<file path="src/rtl/seg7_scan_mux_pkg.sv">
// Shared constants and the active-low hex-to-segment table for the 7-segment scan driver.
package seg7_pkg;

  localparam logic [6:0] SEG_OFF = 7'h7F;

  // Segments are active-low, packed {G,F,E,D,C,B,A}
  function automatic logic [6:0] hex2seg(input logic [3:0] nib);
    logic [6:0] seg;
    case (nib)
      4'h0: seg = 7'h40;
      4'h1: seg = 7'h79;
      4'h2: seg = 7'h24;
      4'h3: seg = 7'h30;
      4'h4: seg = 7'h19;
      4'h5: seg = 7'h12;
      4'h6: seg = 7'h02;
      4'h7: seg = 7'h78;
      4'h8: seg = 7'h00;
      4'h9: seg = 7'h10;
      4'hA: seg = 7'h08;
      4'hB: seg = 7'h03;
      4'hC: seg = 7'h46;
      4'hD: seg = 7'h21;
      4'hE: seg = 7'h06;
      4'hF: seg = 7'h0E;
      default: seg = SEG_OFF;
    endcase
    return seg;
  endfunction

endpackage

</file>
<file path="src/rtl/seg7_scan_mux_if.sv">
// Core-side data/control and board-side pin bundle for seg7_scan_mux.
// bright_i exists only when SEG7_DIM_EN is defined.
interface seg7_scan_mux_if #(
  parameter int N_DIGITS = 8
);
  logic [4*N_DIGITS-1:0] data_i;
  logic [N_DIGITS-1:0]   dp_i;
  logic [N_DIGITS-1:0]   en_i;
  logic                  blank_lz_i;
`ifdef SEG7_DIM_EN
  logic [3:0]            bright_i;
`endif
  logic [6:0]            seg_o;
  logic                  dp_o;
  logic [N_DIGITS-1:0]   an_o;
  logic                  frame_o;

`ifdef SEG7_DIM_EN
  modport master (output data_i, dp_i, en_i, blank_lz_i, bright_i,
                  input  seg_o, dp_o, an_o, frame_o);
  modport slave  (input  data_i, dp_i, en_i, blank_lz_i, bright_i,
                  output seg_o, dp_o, an_o, frame_o);
`else
  modport master (output data_i, dp_i, en_i, blank_lz_i,
                  input  seg_o, dp_o, an_o, frame_o);
  modport slave  (input  data_i, dp_i, en_i, blank_lz_i,
                  output seg_o, dp_o, an_o, frame_o);
`endif

endinterface

</file>
<file path="src/rtl/seg7_scan_mux_hex_decode.sv">
// Combinational nibble to active-low segment pattern.
module seg7_hex_decode
  import seg7_pkg::*;
(
  input  logic [3:0] nib,
  output logic [6:0] seg
);

  assign seg = hex2seg(nib);

endmodule

</file>
<file path="src/rtl/seg7_scan_mux.sv">
// Time-multiplexed N-digit common-anode 7-segment driver with per-frame snapshot,
// inter-digit blanking and leading-zero suppression. SEG7_DIM_EN adds PWM brightness.
module seg7_scan_mux
  import seg7_pkg::*;
#(
  parameter int N_DIGITS       = 8,
  parameter int REFRESH_CLOCKS = 200_000,
  parameter int BLANK_CLOCKS   = 2_000
) (
  input  logic          clk,
  input  logic          rst_ni,
  seg7_scan_mux_if.slave bus
);

  // Counter is at least 4 bits so the PWM gate can always look at cnt[3:0]
  localparam int CNT_W = ($clog2(REFRESH_CLOCKS) < 4) ? 4 : $clog2(REFRESH_CLOCKS);
  localparam int IDX_W = (N_DIGITS > 1) ? $clog2(N_DIGITS) : 1;
  localparam logic [CNT_W-1:0] CNT_LAST  = CNT_W'(REFRESH_CLOCKS - 1);
  localparam logic [CNT_W-1:0] CNT_BLANK = CNT_W'(BLANK_CLOCKS);
  localparam logic [IDX_W-1:0] IDX_LAST  = IDX_W'(N_DIGITS - 1);

  logic [CNT_W-1:0]      cnt_p0;
  logic [IDX_W-1:0]      idx_p0;
  logic                  first_p0;
  logic [4*N_DIGITS-1:0] sh_data_p0;
  logic [N_DIGITS-1:0]   sh_dp_p0;
  logic [N_DIGITS-1:0]   sh_en_p0;
  logic                  sh_lz_p0;

  logic                  slot_end;
  logic                  snap;
  logic [IDX_W-1:0]      hi_idx;
  logic [3:0]            cur_nib;
  logic [6:0]            dec_seg;
  logic                  vld_p0;

  logic [N_DIGITS-1:0]   an_p1;
  logic [6:0]            seg_p1;
  logic                  dp_p1;
  logic                  frame_p1;

  assign slot_end = (cnt_p0 == CNT_LAST);
  // first_p0 forces a snapshot on the first clock after reset release
  assign snap     = first_p0 || (slot_end && (idx_p0 == IDX_LAST));

  // ---- stage p0: slot counter, digit index, frame shadow ----
  always_ff @(posedge clk or negedge rst_ni) begin
    if (!rst_ni) begin
      cnt_p0   <= '0;
      idx_p0   <= '0;
      first_p0 <= 1'b1;
    end else begin
      first_p0 <= 1'b0;
      cnt_p0   <= slot_end ? '0 : cnt_p0 + 1'b1;
      if (slot_end) begin
        idx_p0 <= (idx_p0 == IDX_LAST) ? '0 : idx_p0 + 1'b1;
      end
    end
  end

  always_ff @(posedge clk or negedge rst_ni) begin
    if (!rst_ni) begin
      sh_data_p0 <= '0;
      sh_dp_p0   <= '0;
      sh_en_p0   <= '0;
      sh_lz_p0   <= 1'b0;
    end else if (snap) begin
      sh_data_p0 <= bus.data_i;
      sh_dp_p0   <= bus.dp_i;
      sh_en_p0   <= bus.en_i;
      sh_lz_p0   <= bus.blank_lz_i;
    end
  end

  // Highest nonzero nibble; digit 0 stays eligible even when everything is zero
  always_comb begin
    hi_idx = '0;
    for (int k = 1; k < N_DIGITS; k++) begin
      if (sh_data_p0[4*k +: 4] != 4'h0) hi_idx = IDX_W'(k);
    end
  end

  assign cur_nib = sh_data_p0[{idx_p0, 2'b00} +: 4];

  seg7_hex_decode u_dec (
    .nib (cur_nib),
    .seg (dec_seg)
  );

  always_comb begin
    vld_p0 = sh_en_p0[idx_p0]
          && !(sh_lz_p0 && (idx_p0 > hi_idx))
          && (cnt_p0 >= CNT_BLANK);
`ifdef SEG7_DIM_EN
    vld_p0 = vld_p0 && (cnt_p0[3:0] < bus.bright_i);
`endif
  end

  // ---- stage p1: registered pin drivers ----
  always_ff @(posedge clk or negedge rst_ni) begin
    if (!rst_ni) begin
      an_p1    <= '1;
      seg_p1   <= SEG_OFF;
      dp_p1    <= 1'b1;
      frame_p1 <= 1'b0;
    end else begin
      frame_p1 <= snap;
      if (vld_p0) begin
        an_p1  <= ~(N_DIGITS'(1) << idx_p0);
        seg_p1 <= dec_seg;
        dp_p1  <= ~sh_dp_p0[idx_p0];
      end else begin
        an_p1  <= '1;
        seg_p1 <= SEG_OFF;
        dp_p1  <= 1'b1;
      end
    end
  end

  assign bus.an_o    = an_p1;
  assign bus.seg_o   = seg_p1;
  assign bus.dp_o    = dp_p1;
  assign bus.frame_o = frame_p1;

endmodule

</file>
<file path="src/flat_wrapper.sv">
// flat-port wrapper written by rule: the top's interface ports become plain ports
module seg7_scan_mux_flat import seg7_pkg::*;
#(
  parameter int N_DIGITS       = 8,
  parameter int REFRESH_CLOCKS = 200_000,
  parameter int BLANK_CLOCKS   = 2_000
)
  (clk, rst_ni, bus_data_i, bus_dp_i, bus_en_i, bus_blank_lz_i, bus_seg_o, bus_dp_o, bus_an_o, bus_frame_o);
  seg7_scan_mux_if #(.N_DIGITS(N_DIGITS)) bus_i ();
  input  logic clk;
  input  logic rst_ni;
  input wire logic [$bits(bus_i.data_i)-1:0] bus_data_i;
  input wire logic [$bits(bus_i.dp_i)-1:0] bus_dp_i;
  input wire logic [$bits(bus_i.en_i)-1:0] bus_en_i;
  input wire logic [$bits(bus_i.blank_lz_i)-1:0] bus_blank_lz_i;
  output wire logic [$bits(bus_i.seg_o)-1:0] bus_seg_o;
  output wire logic [$bits(bus_i.dp_o)-1:0] bus_dp_o;
  output wire logic [$bits(bus_i.an_o)-1:0] bus_an_o;
  output wire logic [$bits(bus_i.frame_o)-1:0] bus_frame_o;
  assign bus_i.data_i = bus_data_i;
  assign bus_i.dp_i = bus_dp_i;
  assign bus_i.en_i = bus_en_i;
  assign bus_i.blank_lz_i = bus_blank_lz_i;
  assign bus_seg_o = bus_i.seg_o;
  assign bus_dp_o = bus_i.dp_o;
  assign bus_an_o = bus_i.an_o;
  assign bus_frame_o = bus_i.frame_o;
  seg7_scan_mux #(.N_DIGITS(N_DIGITS), .REFRESH_CLOCKS(REFRESH_CLOCKS), .BLANK_CLOCKS(BLANK_CLOCKS)) u_core (.clk(clk), .rst_ni(rst_ni), .bus(bus_i));
endmodule
</file>
<file path="config.mk">
export PLATFORM = sky130hd
export DESIGN_NAME = seg7_scan_mux_flat
export DESIGN_NICKNAME = d
export VERILOG_FILES = /design/src/rtl/seg7_scan_mux_pkg.sv /design/src/rtl/seg7_scan_mux_if.sv /design/src/rtl/seg7_scan_mux_hex_decode.sv /design/src/rtl/seg7_scan_mux.sv /design/src/flat_wrapper.sv
export SDC_FILE = /design/constraint.sdc
export NUM_CORES = 1
export LEC_CHECK = 0
export ABC_AREA = 0
export BUFFER_PORTS_ARGS = -buffer_cell sky130_fd_sc_hd__buf_4
export CORE_MARGIN = 5
export CORE_UTILIZATION = 45
export DETAILED_ROUTE_END_ITERATION = 8
export PLACE_DENSITY = 0.79
export SYNTH_ARGS = -nofsm -noshare
export SYNTH_HDL_FRONTEND = slang
export SYNTH_SLANG_ARGS = --single-unit
</file>
<file path="constraint.sdc">
create_clock -name clk -period 2.5 [get_ports clk]
set_input_delay 0.25 -clock clk [delete_from_list [all_inputs] [get_ports clk]]
set_output_delay 0.25 -clock clk [all_outputs]
set_load 0.02 [all_outputs]
</file>
==> impl_results.md, run 1 <==
* R2r setup slk at between 0.03 and 0.04 ns
* Wire length per cell at between 15 and 20 um
* Initial antenna violation count at 0
* Global-route wire length before repair at between 15000 and 20000 um
* Filler cell count at between 700 and 800
* Final worst path period need at ~2.5 ns
* Routed WL at 9300 um
* Hpwl dp at approximately 6500 um
* Starting DRT DRC Count at about 110
* Layout area overhead at 26.0%
* Hold Crit Class: in2reg
* Vias per inst at roughly 5.3
* Crit-path max cell delay at 0.45 ns
* Die area at ~12000 sq um
* N_diodes at 0
* Max cap viols at 0
* CP endpoint kind: register
* WS Path Type: reg2reg
* CTS clk-pin slew, worst paths at 0.09 ns
* Site Rows at 35
* RD Place Congestion at between 0.8 and 0.9
* Final #Nets at roughly 470
* Register bit count reported by yosys at between 80 and 90
* Final Setup Violations at 0
* Least-Margin Pin Slew at around 0.79 ns
* Routed via count at 2852
* Fmax achieved at 405 MHz
* Crit Path Max Fanout at 7
* Initial Util at 46.2%
* Final hold vios at 0
* # IOs at between 60 and 70
* Skew-Pair Late Insertion Delay at between 0.3 and 0.4 ns
* Final cell count without fillers at around 540
* Fraction of layout cells with a size suffix above 1 at between 40% and 50%
* Warnings from Yosys at 0
* Pwr/cell area at about 570 nW/um^2
* Final period utilization at slightly below 100%
* CP Launch Type: register
* Design Power at between 3 and 4 mW
* Slew HR at 46.9%
* Register area share after synthesis at between 50% and 60%
* Largest net degree at the start of global routing at 58
* DRC errors left at 0
* RSZ-0062 raised after global routing: true
* CTS max path bufs at 2
* Mapped Nets at slightly below 400
* Avg Cell Area, Syn at 13.4 sq um
* Post-Place Cells at a little over 500
* Worst Path Required at ~2.8 ns
* Chip height at 107 um
* Top cell by count, worst path: a21oi_2
* Syn Inst Count at approximately 320
* Max Transition Viols Final at 0
* Drt first pass iters at 4
* Core area at around 9000 sq um
* Tot GR Track Use at approximately 17%
* Cell variety after synth at 49
* Number of CTS-inserted buffers at 9
* Die X at around 110 um
* Port Buffer Count at 67
* Post-Syn Area at between 4000 and 5000 sq um
* Peak supply drop at approximately 0.33 mV
* H-tree depth at 3
* Antenna Nets Post-Route at 0
* Status: finished, final reports clean
* TritonCTS Sinks at 88
* Clock Skews at 0.00963 ns
* Main flop type after synthesis: dfrtp_1
* CP max-delay cell: dfrtp_2
* CTS tree: yes
* Final global-route overflow total at 0
* Crit path cell chain: nor4_4 > nand2_1 > a21oi_2 > nor2_1 > ha_1 > nor2b_1 > o21ai_1 > a21oi_2 > a311oi_4 > buf_4 > nand3_1
* Crit path DAT at 2.76 ns
* Vias in the first global route at about 3000
* Async set or reset register ratio after synthesis at 100%
* Pleak at 2.33 nW
* Root Buffer: clkbuf_8
* Post-synth EDFFs at 0
## cells in the final DEF (no fill, tap or decap), types with 2 or more instances in the layout
cell and n:
inv_1 10, ha_1 17, a21oi_2 2, nand4_1 5, buf_12 2, mux2_2 47
nor2_1 12, clkbuf_8 10, o21ai_0 5, o221ai_2 3, mux4_2 2, mux2i_1 8
clkinv_4 2, xor2_1 8, nor4_2 5, a21oi_1 3, o21ai_1 3, mux4_1 10
nand2b_1 2, and3_1 6, mux2_4 2, nor4_4 2, mux2_1 3, o211ai_1 2
bufinv_16 2, nor2b_1 2, dfrtp_2 2, nand3_1 10, nand2_1 21, buf_4 82
nor3_1 2, nand3_2 3, xnor2_1 5, dfrtp_1 69, dfstp_2 17
## cells by family after synthesis
| family | synth area share [%] |
|---|---|
| flip-flops | 52.1 |
| AND/OR/NAND/NOR | 9.50 |
| multiplexers | 23.5 |
| AO/OA/AOI/OAI | 4.17 |
| buffers and inverters | 2.93 |
| adder cells (fa/ha/maj) | 4.99 |
| XOR/XNOR | 2.67 |
| other | 0.0879 |
## final cells by class
class                           instances  area, sq um  share of cell area, %
Clock inverter                          6         91.3                   1.70
Clock buffer                           10          138                   2.56
Timing Repair Buffer                   86          677                   12.6
Tap cell                              129          161                   3.00
Inverter                               10         37.5                  0.698
Multi-Input combinational cell        208         2040                   38.0
Sequential cell                        88         2230                   41.4
## metrics by stage
step	TNS [ns]	instance area [sq um]	hold WS, ns	util [%]	setup slack, ns
final	0	5370	0.0890	58.2	0.0319
after global routing	-1.72	5370	0.0867	58.2	-0.135
after CTS	0	5260	0.0844	57.0	0.0110
after detailed placement	-0.00905	4990	0.357	54.0	-0.00709
after global placement	0	4990	0.349	54.0	0.0778
after floorplan	0	4270	-0.0456	-	0.151
## power by group
group | leakage (nW) | total (mW) | switching [mW] | internal (mW)
sequential | 1.04 | 1.58 | 0.0740 | 1.51
combinational | 1.17 | 0.350 | 0.148 | 0.203
clock | 0.117 | 1.12 | 0.525 | 0.595
total | 2.33 | 3.05 | 0.747 | 2.30
## synth_stat cells (all sizes together) (2+ instances only)
master   n  share of area, %
o21ai    8              0.94
mux4    12               7.2
nand3   13               1.5
mux2    52                14
dfstp   17                10
nand2   22               2.0
xor2     8               1.6
o211ai   3              0.65
xnor2    5               1.0
mux2i    9               2.4
nor2b    2              0.29
nand2b   2              0.29
ha      17               5.0
and3     6              0.88
inv     10              0.88
dfrtp   71                42
buf     12               2.0
nor3     2              0.23
a21oi    6              0.70
nor2    13               1.2
nand4    5              0.73
o221ai   3              0.62
nor4     7               1.2
## worst max-delay path: cells and delay by family (launching register included)
family                   cells  cell delay, ns
AO/OA/AOI/OAI                4            0.72
adder cells (fa/ha/maj)      1            0.28
buffers and inverters        1            0.22
flip-flops                   1            0.45
AND/OR/NAND/NOR              5            0.73
## path summary, 6_finish.rpt
check                                           to                  start  depth (start not counted)
worst max-delay path            u_core.bus.an_o[5]  u_core.sh_data_p0[16]                         11
worst min-delay path            u_core.sh_dp_p0[3]            bus_dp_i[3]                          2
worst max register to register  u_core.bus.an_o[5]  u_core.sh_data_p0[16]                         11
worst min register to register  u_core.sh_dp_p0[3]     u_core.sh_dp_p0[3]                          1
max in group asynchronous       u_core.bus.an_o[3]                 rst_ni                          3
min in group asynchronous       u_core.sh_dp_p0[0]                 rst_ni                          2
## state kept, by name, summed over array words and instances, names as in the netlist
register / count
u_core.sh_en_p0: 8
u_core.sh_lz_p0: 1
u_core.sh_dp_p0: 8
u_core.bus.dp_o: 1
u_core.bus.frame_o: 1
u_core.sh_data_p0: 32
u_core.bus.an_o: 8
u_core.first_p0: 1
u_core.idx_p0: 3
u_core.cnt_p0: 18
u_core.bus.seg_o: 7
## repair_timing
action	CTS	global route
setup endpoints to repair	15	16
cloned	1	0
hold endpoints to repair	41	0
pin swaps	1	9
setup buffers	0	2
gates resized for setup	5	20
hold buffers	1	0
## per-layer routing
layer	wire (um)	track usage (%)	part of all wire, %
met1	3960	21.9	43
met2	4650	27.6	50
met3	534	3.96	5.7
met4	155	5.86	1.7
met5	0	0	0
(Power assumes the default switching activity.)
==> inputs of run 2 (changes only) <==
--- a/config.mk
+++ b/config.mk
@@ -7,9 +7,11 @@
 export LEC_CHECK = 0
 export ABC_AREA = 0
 export BUFFER_PORTS_ARGS = -buffer_cell sky130_fd_sc_hd__buf_4
+export CORE_ASPECT_RATIO = 0.8
 export CORE_MARGIN = 5
 export CORE_UTILIZATION = 45
 export DETAILED_ROUTE_END_ITERATION = 8
+export GPL_ROUTABILITY_DRIVEN = 0
 export PLACE_DENSITY = 0.79
 export SYNTH_ARGS = -nofsm -noshare
 export SYNTH_HDL_FRONTEND = slang
==> impl_results.md, run 2 (synthesis gave the netlist of run 1 again) <==
* Pwr/cell area at 604 nW/um^2
* Antenna Nets Post-Route at 0
* Final global-route overflow total at 0
* CTS clk-pin slew, worst paths at 0.06 ns
* H-tree depth at 3
* Crit path DAT at about 2.8 ns
* Largest net degree at the start of global routing at 53
* Largest Register: u_core.sh_data_p0
* Slew HR at a little under half
* WS Path Type: reg2reg
* Clock share of power at 41.0%
* Initial Util at between 40% and 50%
* Hold Crit Class: in2reg
* Final Setup Violations at 0
* Most frequent cells in the layout: buf_4, dfrtp_1, mux2_2
* Power share of the sequential group at about half
* CP Launch Type: register
* Site Rows at 31
* Fraction of layout cells with a size suffix above 1 at a little under half
* Final core occ at approximately 59%
* Pleak at 2.33 nW
* Layout area overhead at 26.8%
* Fmax achieved at between 400 and 500 MHz
* Placed cell areas at around 5000 sq um
* Crit path buffers/inverters at 1
* CP endpoint kind: register
* Skew-Pair Late Insertion Delay at between 0.3 and 0.4 ns
* Port Buffer Count at 67
* Cell Int Power at between 2 and 3 mW
* Design Power at about 3.3 mW
* Vias in the first global route at 3131
* Core area at between 9000 and 10000 sq um
* Drt first pass iters at 4
* Hpwl dp at 6750 um
* Dpl ws at -0.0977 ns
* Final #Nets at roughly 470
* Die X at approximately 120 um
* Tot GR Track Use at between 10% and 20%
* Clock Skews at between 0.005 and 0.006 ns
* Max Transition Viols Final at 0
* Least-Margin Pin Slew at 0.789 ns
* Wire length per cell at ~19 um
* Max cap viols at 0
* Initial antenna violation count at 0
* Peak supply drop at approximately 0.33 mV
* # IOs at a little under 70
* Starting DRT DRC Count at approximately 160
* Most common cell after layout, fill and taps aside: buf_4
* RSZ-0062 raised after global routing: true
* N_diodes at 0
* Status: finished, final reports clean
* Vias per inst at about 5.6
* CP max-delay cell: dfrtp_1
* Final hold vios at 0
* Root Buffer: clkbuf_16
* Switching share of power at a little under a quarter
* Routed via count at just under 3000
* Final worst slack at about 0.0083 ns
* Switching Power at about 750 uW
* Final period utilization at 99.7%
* CTS max path bufs at 2
* Crit-path max cell delay at roughly 0.43 ns
* DRC errors left at 0
* Crit path cell chain: nor4_4 > o41ai_2 > a21boi_1 > o21ai_1 > nand2_1 > ha_2 > nor2b_4 > o21ai_2 > a21oi_2 > a311oi_2 > buf_4 > o211ai_2
* Biggest regs: u_core.sh_data_p0 (32), u_core.cnt_p0 (18)
* TritonCTS Sinks at a little under 90
* Proportion of power drawn by combinational gates at 10.5%
* Die area at approximately 12000 sq um
* Final worst path period need at 2.49 ns
* Worst Path Required at 2.76 ns
* Crit Path Max Fanout at 7
* Cell area after layout at between 5000 and 6000 sq um
* Top delay family on crit path: compound AO/OA/AOI/OAI gates
* Global-route wire length before repair at about 16000 um
* Largest register FFs at 32
* Number of CTS-inserted buffers at 9
* Chip height at 97.1 um
* Routed WL at slightly below 10000 um
* CTS tree: yes
==> run 2: layer usage <==
layer	GRT usage, %	vias to the layer above	routed length [um]
met4	5.61	0	176
met1	21.8	1463	3900
li1	-	1324	-
met5	0	-	0
met2	28.1	113	4840
met3	5.76	14	721
==> run 2: area by class of cell <==
class / count / area [sq um]
Fill cell: 712 / 3740
Tap cell: 115 / 144
Inverter: 10 / 37.5
Clock inverter: 4 / 53.8
Sequential cell: 88 / 2220
Multi-Input combinational cell: 208 / 2060
Timing Repair Buffer: 82 / 647
Clock buffer: 12 / 246
==> run 2: worst reg2reg max path, cell delays in order (launching register included) <==
cell,delay (ns)
dfrtp_1,0.43
nor4_4,0.38
o41ai_2,0.13
a21boi_1,0.17
o21ai_1,0.08
nand2_1,0.09
ha_2,0.19
nor2b_4,0.04
o21ai_2,0.13
a21oi_2,0.08
a311oi_2,0.37
buf_4,0.25
o211ai_2,0.09
==> run 2: timing repair <==
item / 4_1_cts / 5_1_grt
resized for setup: 5 / 24
setup endpoints to repair: 15 / 16
setup buffers: 1 / 1
gates cloned: 1 / 0
endpoints found under the hold margin: 19 / 0
hold buffers: 1 / 0
pin swaps: 2 / 7
==> run 2: path summary, 6_finish.rpt <==
path	endpoint	start	slack, ns	cells past startpoint
max	u_core.bus.seg_o[4]	u_core.sh_data_p0[10]	0.008	12
min	u_core.sh_data_p0[3]	bus_data_i[3]	0.13	2
max reg2reg	u_core.bus.seg_o[4]	u_core.sh_data_p0[10]	0.008	12
min reg2reg	u_core.sh_dp_p0[7]	u_core.sh_dp_p0[7]	0.50	1
max in group asynchronous	u_core.sh_data_p0[20]	rst_ni	1.43	3
min in group asynchronous	u_core.cnt_p0[10]	rst_ni	0.43	2
==> run 2: through the flow <==
step | std cells | setup TNS [ns] | hold slack [ns]
CTS | 519 | 0 | 0.121
global placement | 500 | 0 | 0.241
floorplan | 319 | 0 | -0.0456
detailed placement | 500 | -0.886 | 0.244
finish | 519 | 0 | 0.131
global route | 519 | -1.85 | 0.127
==> run 2: power by group through the flow <==
stage	registers (mW)	logic (mW)	clock network, mW
floorplan	1.57	0.198	0
global placement	1.58	0.322	0
detailed placement	1.59	0.333	0
CTS	1.57	0.338	1.37
global route	1.59	0.378	1.43
finish	1.58	0.343	1.34
==> inputs of run 3 (changes only) <==
--- a/config.mk
+++ b/config.mk
@@ -9,10 +9,10 @@
 export BUFFER_PORTS_ARGS = -buffer_cell sky130_fd_sc_hd__buf_4
 export CORE_ASPECT_RATIO = 0.8
 export CORE_MARGIN = 5
-export CORE_UTILIZATION = 45
+export CORE_UTILIZATION = 30
 export DETAILED_ROUTE_END_ITERATION = 8
 export GPL_ROUTABILITY_DRIVEN = 0
-export PLACE_DENSITY = 0.79
+export PLACE_DENSITY = 0.6
 export SYNTH_ARGS = -nofsm -noshare
 export SYNTH_HDL_FRONTEND = slang
 export SYNTH_SLANG_ARGS = --single-unit
==> impl_results.md, run 3 (synthesis gave the netlist of run 1 again) <==
* Status: finished, final reports clean
* Tot GR Track Use at 12.1%
* N_diodes at 0
* Antenna Nets Post-Route at 0
* Crit path DAT at 2.60 ns
* Largest register FFs at 32
* Post-Place Cells at between 500 and 600
* Fmax achieved at around 420 MHz
* Max Transition Viols Final at 0
* Switching Power at between 700 and 800 uW
* Switching share of power at a little under a quarter
* Global-route wire length before repair at 15500 um
* Power share of the sequential group at a little under 50%
* Slew HR at 46.1%
* Hpwl dp at 7180 um
* Routed via count at between 2000 and 3000
* Layout area overhead at 27.5%
* Clock share of power at between 40% and 50%
* CP endpoint kind: register
* Least-Margin Pin Slew at 0.802 ns
* DRC errors left at 0
* Clock Skews at 0.0117 ns
* Number of CTS-inserted buffers at 9
* Fraction of layout cells with a size suffix above 1 at between 40% and 50%
* Final #Nets at about 470
* CTS tree: yes
* Die X at 143 um
* Peak supply drop at 0.315 mV
* Max cap viols at 0
* Biggest regs: u_core.sh_data_p0 (32), u_core.cnt_p0 (18)
* Cell Int Power at ~2.5 mW
* Chip height at 117 um
* Pleak at about 2.3 nW
* TritonCTS Sinks at 88
* Crit path buffers/inverters at 2
* Wire length per cell at roughly 16 um
* Site Rows at 39
* Final worst slack at 0.137 ns
* Hold Crit Class: in2reg
* CTS max path bufs at 2
* Final global-route overflow total at 0
* Final period utilization at roughly 95%
* Final worst path period need at around 2.4 ns
* Root Buffer: clkbuf_16
* Initial antenna violation count at 0
* CP max-delay cell: dfrtp_1
* Vias per inst at between 4 and 5
* Most frequent cells in the layout: buf_4, dfrtp_1, mux2_2
* Starting DRT DRC Count at roughly 220
* H-tree depth at 3
* Final cell count without fillers at 592
* Proportion of power drawn by combinational gates at 10.7%
* Die area at about 17000 sq um
* WS Path Type: reg2reg
* Worst Path Required at ~2.7 ns
* Most common cell after layout, fill and taps aside: buf_4
* Final hold vios at 0
* Crit path cell chain: nor4_4 > nand2_1 > a21oi_1 > nor2_1 > ha_1 > nor2b_1 > o21ai_1 > a21oi_2 > a311oi_2 > buf_4 > buf_8 > o221ai_2
* Core area at between 10000 and 15000 sq um
* Skew-Pair Late Insertion Delay at 0.34 ns
* Dpl ws at -0.0297 ns
* Port Buffer Count at 67
* Pwr/cell area at 593 nW/um^2
* Drt first pass iters at 4
* Initial Util at 30.2%
* Top delay family on crit path: compound AO/OA/AOI/OAI gates
* Crit-path max cell delay at 0.42 ns
* Largest net degree at the start of global routing at 42
* Crit Path Max Fanout at 8
* CTS clk-pin slew, worst paths at 0.06 ns
* Largest Register: u_core.sh_data_p0
* Final Setup Violations at 0
* Vias in the first global route at approximately 2900
* Routed WL at ~9600 um
* RSZ-0062 raised after global routing: true
* CP Launch Type: register
* # IOs at 68
run 3: layout make-up:
class,instances,area (sq um)
inverters,10,37.5
clock buffers,15,248
clock inverters,1,30.0
well taps,184,230
flip-flops and latches,88,2220
repair buffers,86,684
multi-input cells,208,1980
fillers,1360,8670
run 3: stage by stage:
stage / total power [mW] / util [%] / area, sq um / TNS (ns) / hold slack, ns
after floorplan: 1.76 / - / 4270 / 0 / -0.0456
after global placement: 1.92 / 35.9 / 5070 / 0 / 0.268
after detailed placement: 1.93 / 35.9 / 5070 / -0.0297 / 0.268
after CTS: 3.25 / 38.1 / 5370 / 0 / 0.120
after global routing: 3.35 / 38.6 / 5440 / -0.253 / 0.128
final: 3.23 / 38.6 / 5440 / 0 / 0.128
run 3: repair_timing:
item / in CTS / in global routing
resized for setup: 3 / 12
hold buffers: 1 / 0
gates cloned: 0 / 1
endpoints found under the hold margin: 39 / 0
pin swaps: 0 / 3
buffers inserted: 0 / 1
setup endpoints to repair: 13 / 16
run 3: final timing paths:
kind | from | end | slack (ns) | cells past startpoint
worst min-delay path | bus_dp_i[3] | u_core.sh_dp_p0[3] | 0.13 | 2
worst max-delay path | u_core.sh_data_p0[19] | u_core.bus.seg_o[6] | 0.14 | 12
worst min register to register | u_core.sh_dp_p0[0] | u_core.sh_dp_p0[0] | 0.50 | 1
max in group asynchronous | rst_ni | u_core.bus.seg_o[5] | 1.36 | 3
min in group asynchronous | rst_ni | u_core.cnt_p0[3] | 0.45 | 2
worst max register to register | u_core.sh_data_p0[19] | u_core.bus.seg_o[6] | 0.14 | 12
run 3: routing by layer:
metal / track usage, % / part of all wire, % / up-vias
li1: - / - / 1336
met1: 17.8 / 50 / 1430
met2: 17.0 / 42 / 89
met3: 4.05 / 7.1 / 12
met4: 3.07 / 0.90 / 0
met5: 0 / 0 / -
run 3: power by group through the flow:
stage                     sequential, mW  clock (mW)  combinational [mW]
final                               1.57        1.31               0.344
after global routing                1.58        1.39               0.382
after CTS                           1.57        1.33               0.345
after detailed placement            1.59           0               0.342
after global placement              1.59           0               0.333
after floorplan                     1.57           0               0.198
